==> config.mk <==
export PLATFORM = sky130hd
export DESIGN_NAME = buf_sched
export DESIGN_NICKNAME = d
export VERILOG_FILES = /design/src/rtl/buf_sched.sv
export SDC_FILE = /design/constraint.sdc
export NUM_CORES = 1
export LEC_CHECK = 0
export CORE_MARGIN = 1
export CORE_UTILIZATION = 47
export CTS_BUF_LIST = sky130_fd_sc_hd__clkbuf_4
export DETAILED_ROUTE_END_ITERATION = 8
export GPL_ROUTABILITY_DRIVEN = 1
export PLACE_DENSITY = 0.67
export SYNTH_ARGS = -nofsm -noshare
export SYNTH_HDL_FRONTEND = slang
export SYNTH_SLANG_ARGS = --single-unit
==> constraint.sdc <==
create_clock -name clk -period 9.45 [get_ports clk]
set_input_delay 1.89 -clock clk [delete_from_list [all_inputs] [get_ports clk]]
set_output_delay 1.89 -clock clk [all_outputs]
set_load 0.05 [all_outputs]
==> src/rtl/buf_sched.sv <==
// buf_sched: ping-pong buffer scheduler around the MAC core.
// Tracks source/destination bank fill state, streams the source reads
// (exec/ia/clr) for each tile and issues the delayed result writes
// (outr/oa). Completed tiles hand the banks back to the loader/drainer.
//
// Handshake: fill_done/drain_done and run are single-cycle pulses sampled
// on the rising clock edge; there is no back-pressure on exec or outr.
module buf_sched #(
    parameter int AW      = 12,
    parameter int OUT_LAT = 2,
    parameter int TW      = 8
) (
    input  logic          clk,
    input  logic          rst_n,
    input  logic          run,
    input  logic [AW:0]   in_num,
    input  logic [AW:0]   out_num,
    input  logic [TW-1:0] tiles,
    input  logic          fill_done,
    input  logic          fill_bank,
    input  logic          drain_done,
    input  logic          drain_bank,
    output logic          exec,
    output logic [AW:0]   ia,
    output logic          clr,
    output logic          outr,
    output logic [AW:0]   oa,
    output logic [1:0]    src_full,
    output logic [1:0]    dst_full,
    output logic          busy,
    output logic          done,
    output logic [1:0]    state_dbg
);

    typedef enum logic [1:0] {
        S_IDLE  = 2'd0,
        S_WAIT  = 2'd1,
        S_EXEC  = 2'd2,
        S_FLUSH = 2'd3
    } state_e;

    localparam int FW = (OUT_LAT > 1) ? $clog2(OUT_LAT) : 1;
    localparam logic [AW:0]   ONE_A    = (AW+1)'(1);
    localparam logic [TW-1:0] TILE_ONE = TW'(1);
    localparam logic [FW-1:0] FL_ONE   = FW'(1);
    localparam logic [FW-1:0] FL_LAST  = FW'(OUT_LAT - 1);

    state_e        state_q, state_d;
    logic [AW:0]   in_num_q, in_num_d;
    logic [AW:0]   out_num_q, out_num_d;
    logic [TW-1:0] tiles_q, tiles_d;
    logic [AW:0]   i_q, i_d;
    logic [AW:0]   o_q, o_d;
    logic [TW-1:0] tile_q, tile_d;
    logic [FW-1:0] fl_q, fl_d;
    logic          sbank_q, sbank_d;
    logic          dbank_q, dbank_d;
    logic [1:0]    src_full_q, src_full_d;
    logic [1:0]    dst_full_q, dst_full_d;
    logic          done_q, done_d;

    // Result delay line: valid = last exec of an output, payload = output index.
    logic          pv_q [OUT_LAT];
    logic [AW-1:0] po_q [OUT_LAT];

    logic          exec_c;
    logic          clr_c;
    logic          last_c;
    logic          sched_rel;
    logic          last_i;
    logic          last_o;
    logic [TW-1:0] tile_inc;

    assign last_i   = (i_q == in_num_q - ONE_A);
    assign last_o   = (o_q == out_num_q - ONE_A);
    assign tile_inc = tile_q + TILE_ONE;

    // Next-state and stream control for the tile sequencer.
    always_comb begin
        state_d   = state_q;
        in_num_d  = in_num_q;
        out_num_d = out_num_q;
        tiles_d   = tiles_q;
        i_d       = i_q;
        o_d       = o_q;
        tile_d    = tile_q;
        fl_d      = fl_q;
        sbank_d   = sbank_q;
        dbank_d   = dbank_q;
        done_d    = 1'b0;
        sched_rel = 1'b0;
        exec_c    = 1'b0;
        clr_c     = 1'b0;
        last_c    = 1'b0;
        case (state_q)
            S_IDLE: begin
                if (run) begin
                    state_d   = S_WAIT;
                    in_num_d  = in_num;
                    out_num_d = out_num;
                    tiles_d   = (tiles == '0) ? TILE_ONE : tiles;
                    tile_d    = '0;
                    i_d       = '0;
                    o_d       = '0;
                end
            end
            S_WAIT: begin
                if (src_full_q[sbank_q] && !dst_full_q[dbank_q]) begin
                    state_d = S_EXEC;
                    i_d     = '0;
                    o_d     = '0;
                end
            end
            S_EXEC: begin
                exec_c = 1'b1;
                clr_c  = (i_q == '0);
                if (last_i) begin
                    last_c = 1'b1;
                    i_d    = '0;
                    if (last_o) begin
                        state_d = S_FLUSH;
                        fl_d    = '0;
                    end else begin
                        o_d = o_q + ONE_A;
                    end
                end else begin
                    i_d = i_q + ONE_A;
                end
            end
            S_FLUSH: begin
                // The last outr of the tile issues in the final FLUSH cycle,
                // so the banks are released on the edge that ends it.
                if (fl_q == FL_LAST) begin
                    sched_rel = 1'b1;
                    sbank_d   = ~sbank_q;
                    dbank_d   = ~dbank_q;
                    tile_d    = tile_inc;
                    if (tile_inc == tiles_q) begin
                        state_d = S_IDLE;
                        done_d  = 1'b1;
                    end else begin
                        state_d = S_WAIT;
                    end
                end else begin
                    fl_d = fl_q + FL_ONE;
                end
            end
            default: state_d = S_IDLE;
        endcase
    end

    // Bank flag merge: fill wins over the scheduler's clear, the scheduler's set wins over drain.
    always_comb begin
        src_full_d = src_full_q;
        dst_full_d = dst_full_q;
        if (sched_rel) src_full_d[sbank_q] = 1'b0;
        if (fill_done) src_full_d[fill_bank] = 1'b1;
        if (drain_done) dst_full_d[drain_bank] = 1'b0;
        if (sched_rel) dst_full_d[dbank_q] = 1'b1;
    end

    // Sequencer, configuration and flag registers.
    always_ff @(posedge clk or negedge rst_n) begin
        if (!rst_n) begin
            state_q    <= S_IDLE;
            in_num_q   <= '0;
            out_num_q  <= '0;
            tiles_q    <= '0;
            i_q        <= '0;
            o_q        <= '0;
            tile_q     <= '0;
            fl_q       <= '0;
            sbank_q    <= 1'b0;
            dbank_q    <= 1'b0;
            src_full_q <= '0;
            dst_full_q <= '0;
            done_q     <= 1'b0;
        end else begin
            state_q    <= state_d;
            in_num_q   <= in_num_d;
            out_num_q  <= out_num_d;
            tiles_q    <= tiles_d;
            i_q        <= i_d;
            o_q        <= o_d;
            tile_q     <= tile_d;
            fl_q       <= fl_d;
            sbank_q    <= sbank_d;
            dbank_q    <= dbank_d;
            src_full_q <= src_full_d;
            dst_full_q <= dst_full_d;
            done_q     <= done_d;
        end
    end

    // MAC-latency delay line from the last exec of an output to its outr.
    always_ff @(posedge clk or negedge rst_n) begin
        if (!rst_n) begin
            for (int k = 0; k < OUT_LAT; k++) begin
                pv_q[k] <= 1'b0;
                po_q[k] <= '0;
            end
        end else begin
            pv_q[0] <= last_c;
            po_q[0] <= o_q[AW-1:0];
            for (int k = 1; k < OUT_LAT; k++) begin
                pv_q[k] <= pv_q[k-1];
                po_q[k] <= po_q[k-1];
            end
        end
    end

    assign exec      = exec_c;
    assign clr       = clr_c;
    assign ia        = exec_c ? {sbank_q, i_q[AW-1:0]} : '0;
    assign outr      = pv_q[OUT_LAT-1];
    assign oa        = pv_q[OUT_LAT-1] ? {dbank_q, po_q[OUT_LAT-1]} : '0;
    assign src_full  = src_full_q;
    assign dst_full  = dst_full_q;
    assign busy      = (state_q != S_IDLE);
    assign done      = done_q;
    assign state_dbg = state_q;

endmodule

==> impl_results.md <==
* Worst clock skew at a little under 0.02 ns
* P_int at about 0.95 mW
* Delay-heaviest family, CP: buffers and inverters
* Ys Warns at 0
* Post-CTS setup buffers at 0
* Final Util at a little under three fifths
* Starting Density at between 40% and 50%
* Initial drt markers at around 270
* Die Y at about 110 um
* Initial antenna violation count at 0
* Largest net degree at the start of global routing at 58
* Sw Ratio at ~44%
* Tcrit/Tclk final at between 50% and 60%
* Setup-failing EPs final at 0
* Pins Over Slew Limit at 0
* Crit start category: flip-flop
* Sequential share of the synthesized area at around 45%
* Dpl hpwl at around 9000 um
* Sequential Power Share at 40.4%
* Post-synth top area share at a little under half
* Total Routing Usage GR at a little over a fifth
* Routability Congestion at between 0.8 and 0.9
* Drt pass-1 iters at 4
* Status: completed
* Drt via density at around 5.8
* Syn avg cell area at between 9 and 10 um2
* Final net count at ~700
* Port buffer count at 77
* CP max FO at 33
* Lkg Pwr at 2.84 nW
* Yosys reg bits at between 100 and 150
* CTS tree: done
* Final hold slack at between 0.3 and 0.4 ns
* Gate Count Post-Synth at 587
* Post-synth EDFFs at 0
* Cell Rows at 40
* Clk pin slew, worst setup/hold paths at roughly 0.15 ns
* Worst path bufs/invs at 4
* Bufs on Longest Clock Path at 2
* Most used cell, CP: inv_1
* CP Class: flip-flop to output pin
* GR Overflow Total at 0
* Combinational share of power at 46.7%
* IO Pins at about 80
* Data arrival, critical path at around 2.9 ns
* NetSw at 0.746 mW
* Achievable Freq at around 210 MHz
* Max transition margin at between 20 and 30%
* Hold_buf cts at 0
* Die ar. at 12,700 um2
* Min Tclk post-route at ~4.8 ns
* Synth Flop Type: dfrtp_1
* Yosys cell types at 65
* Ant diodes at 0
* CTS buffer count at 9
* Post-synth ARST share at 100%
* # Max-Cap Violations at 0
* DRC at 0
* Die width at ~110 um
* IR drop worst, VDD at about 120 uV
* Clk_lat worst skew at approximately 0.47 ns
* Final hold vios at 0
* Required @ worst endpoint at 7.56 ns
* H-tree Lvls at 3
* Core area at between 10,000 and 15,000 um2
* Wire per inst at ~16 um
* Slowest CP cell: clkdlybuf4s50_1
* Vias at between 4,000 and 5,000
* Syn nets at between 600 and 700
* Clock sink total at 104
* CP Cell Sequence: inv_1 -> ha_1 -> buf_4 -> inv_1 -> nor2_1 -> clkdlybuf4s50_1
* RSZ-0062 raised after global routing: no
* Pwr/cell area at roughly 250 nW/um2
* Global-route wire length before repair at 21,800 um
* Crit end category: output pin
* Clock power share at 12.9%
* Share of cells above drive strength 1 at about a tenth
* Area Overhead vs Synth at 16.7%
* Leading post-synthesis cells by cell area: dfrtp_1 45%, mux2_2 6.6%, xnor2_1 3.5%
* Post-Syn Area at 5770 um2
* Worst slew pin tran at between 1 and 1.5 ns
* WL final at about 13,000 um
* Critical path's largest stage delay at 0.82 ns
* Dominant cell type by area after synthesis: dfrtp_1
* Post-CTS Resized at 0
* Clk root buf: clkbuf_4
* Hold Crit Class: flip-flop to flip-flop
* Number of global-route vias before repair at between 4,000 and 5,000
* R2R setup slack at 5.58 ns
* Number of routed nets with antenna violations at 0
* Final TNS setup at 0 ns
cell type report:
type,count,area (um2)
Clock buffer,9,67.6
Clock inverter,5,50.0
Fill cell,1057,5230
Inverter,22,82.6
Multi-Input combinational cell,427,2960
Sequential cell,104,2600
Tap cell,147,184
Timing Repair Buffer,80,791
routing by layer:
metal  vias up  track usage, %  wire length [um]
li1       2223               -                 -
met1      2228            27.8              5740
met2       129            35.7              6100
met3        16            5.14               674
met4         0            7.02               176
met5         -               0                 0
cells by family (layout without fill, tap and decap cells):
| kind of cell | count (synthesis) | in the layout | synth area share, % |
|---|---|---|---|
| compound gates | 101 | 101 | 12.4 |
| mux | 43 | 43 | 8.24 |
| flops | 104 | 104 | 45.1 |
| simple gates | 229 | 229 | 21.6 |
| fa+ha+maj | 11 | 11 | 2.39 |
| buf+inv | 56 | 116 | 3.71 |
| xor+xnor | 43 | 43 | 6.53 |
power groups by stage:
stage	registers (mW)	logic, mW	clock network [mW]
detailed placement	0.694	0.794	0
floorplan	0.683	0.597	0
CTS	0.686	0.797	0.228
finish	0.687	0.792	0.219
global placement	0.689	0.764	0
global route	0.708	0.876	0.245
cell usage after synthesis, types with 2 or more instances:
| cell | n |
|---|---|
| o22ai_1 | 3 |
| a22oi_1 | 3 |
| nor4_4 | 2 |
| nand3_1 | 21 |
| and2_1 | 25 |
| a41o_1 | 4 |
| and3_1 | 14 |
| nor4b_1 | 3 |
| nand4b_1 | 3 |
| nor4_1 | 12 |
| and4_1 | 2 |
| or2_2 | 3 |
| mux2_1 | 2 |
| a21oi_1 | 15 |
| a31oi_1 | 6 |
| or3_1 | 7 |
| dfrtp_1 | 104 |
| a32o_1 | 2 |
| nand3b_1 | 2 |
| ha_1 | 11 |
| o211a_1 | 2 |
| clkbuf_1 | 30 |
| o21ai_0 | 25 |
| xnor2_1 | 23 |
| nand4_1 | 12 |
| buf_2 | 3 |
| a21o_1 | 4 |
| o31ai_1 | 7 |
| nor3_1 | 21 |
| mux2_2 | 34 |
| mux2i_1 | 7 |
| nor2_1 | 41 |
| o211ai_1 | 4 |
| nand2_1 | 42 |
| nand2b_1 | 4 |
| a311oi_1 | 3 |
| a211o_1 | 3 |
| or4_1 | 5 |
| xor2_1 | 20 |
| nor2b_1 | 3 |
| a211oi_1 | 2 |
| a22o_1 | 4 |
| inv_1 | 22 |
sequential cells by signal (all words and copies together), names as in the netlist:
signal / flops
state_dbg: 2
tile_q: 8
done: 1
sbank_q: 1
pv_q: 1
o_q: 13
out_num_q: 13
src_full: 2
dbank_q: 1
po_q: 24
i_q: 13
tiles_q: 8
dst_full: 2
outr: 1
in_num_q: 13
fl_q: 1
metrics by stage:
stage / cell area (um2) / cells / setup slack (ns) / total power, mW
finish: 6730 / 794 / 4.67 / 1.70
detailed placement: 6620 / 780 / 4.98 / 1.49
floorplan: 5770 / 587 / 4.35 / 1.28
global placement: 6620 / 780 / 5.11 / 1.45
global route: 6730 / 794 / 4.45 / 1.83
CTS: 6730 / 794 / 4.63 / 1.71
path summary, 6_finish.rpt:
path / end / start / cells after the start
setup / recovery: ia[1] / state_dbg[0]$_DFFE_PN0P_ / 6
hold / removal: po_q[0]$_DFF_PN0_ / po_q[12]$_DFF_PN0_ / 0
setup reg to reg: o_q[6]$_DFFE_PN0P_ / in_num_q[0]$_DFFE_PN0P_ / 10
hold reg to reg: po_q[0]$_DFF_PN0_ / po_q[12]$_DFF_PN0_ / 0
max in group asynchronous: out_num_q[0]$_DFFE_PN0P_ / rst_n / 2
min in group asynchronous: dst_full[0]$_DFF_PN0_ / rst_n / 1
layout by cell type (no fill, tap or decap), types with 11 or more instances in the layout:
cell | Yosys | final
xor2_1 | 20 | 20
ha_1 | 11 | 11
nor2_1 | 41 | 41
a21oi_1 | 15 | 15
nor4_1 | 12 | 12
dfrtp_1 | 104 | 104
clkdlybuf4s50_1 | 0 | 76
o21ai_0 | 25 | 25
mux2_2 | 34 | 34
and2_1 | 25 | 25
xnor2_1 | 23 | 23
nand3_1 | 21 | 21
nand4_1 | 12 | 12
nor3_1 | 21 | 20
nand2_1 | 42 | 42
inv_1 | 22 | 22
and3_1 | 14 | 14
Power figures use the tool's default switching activity.
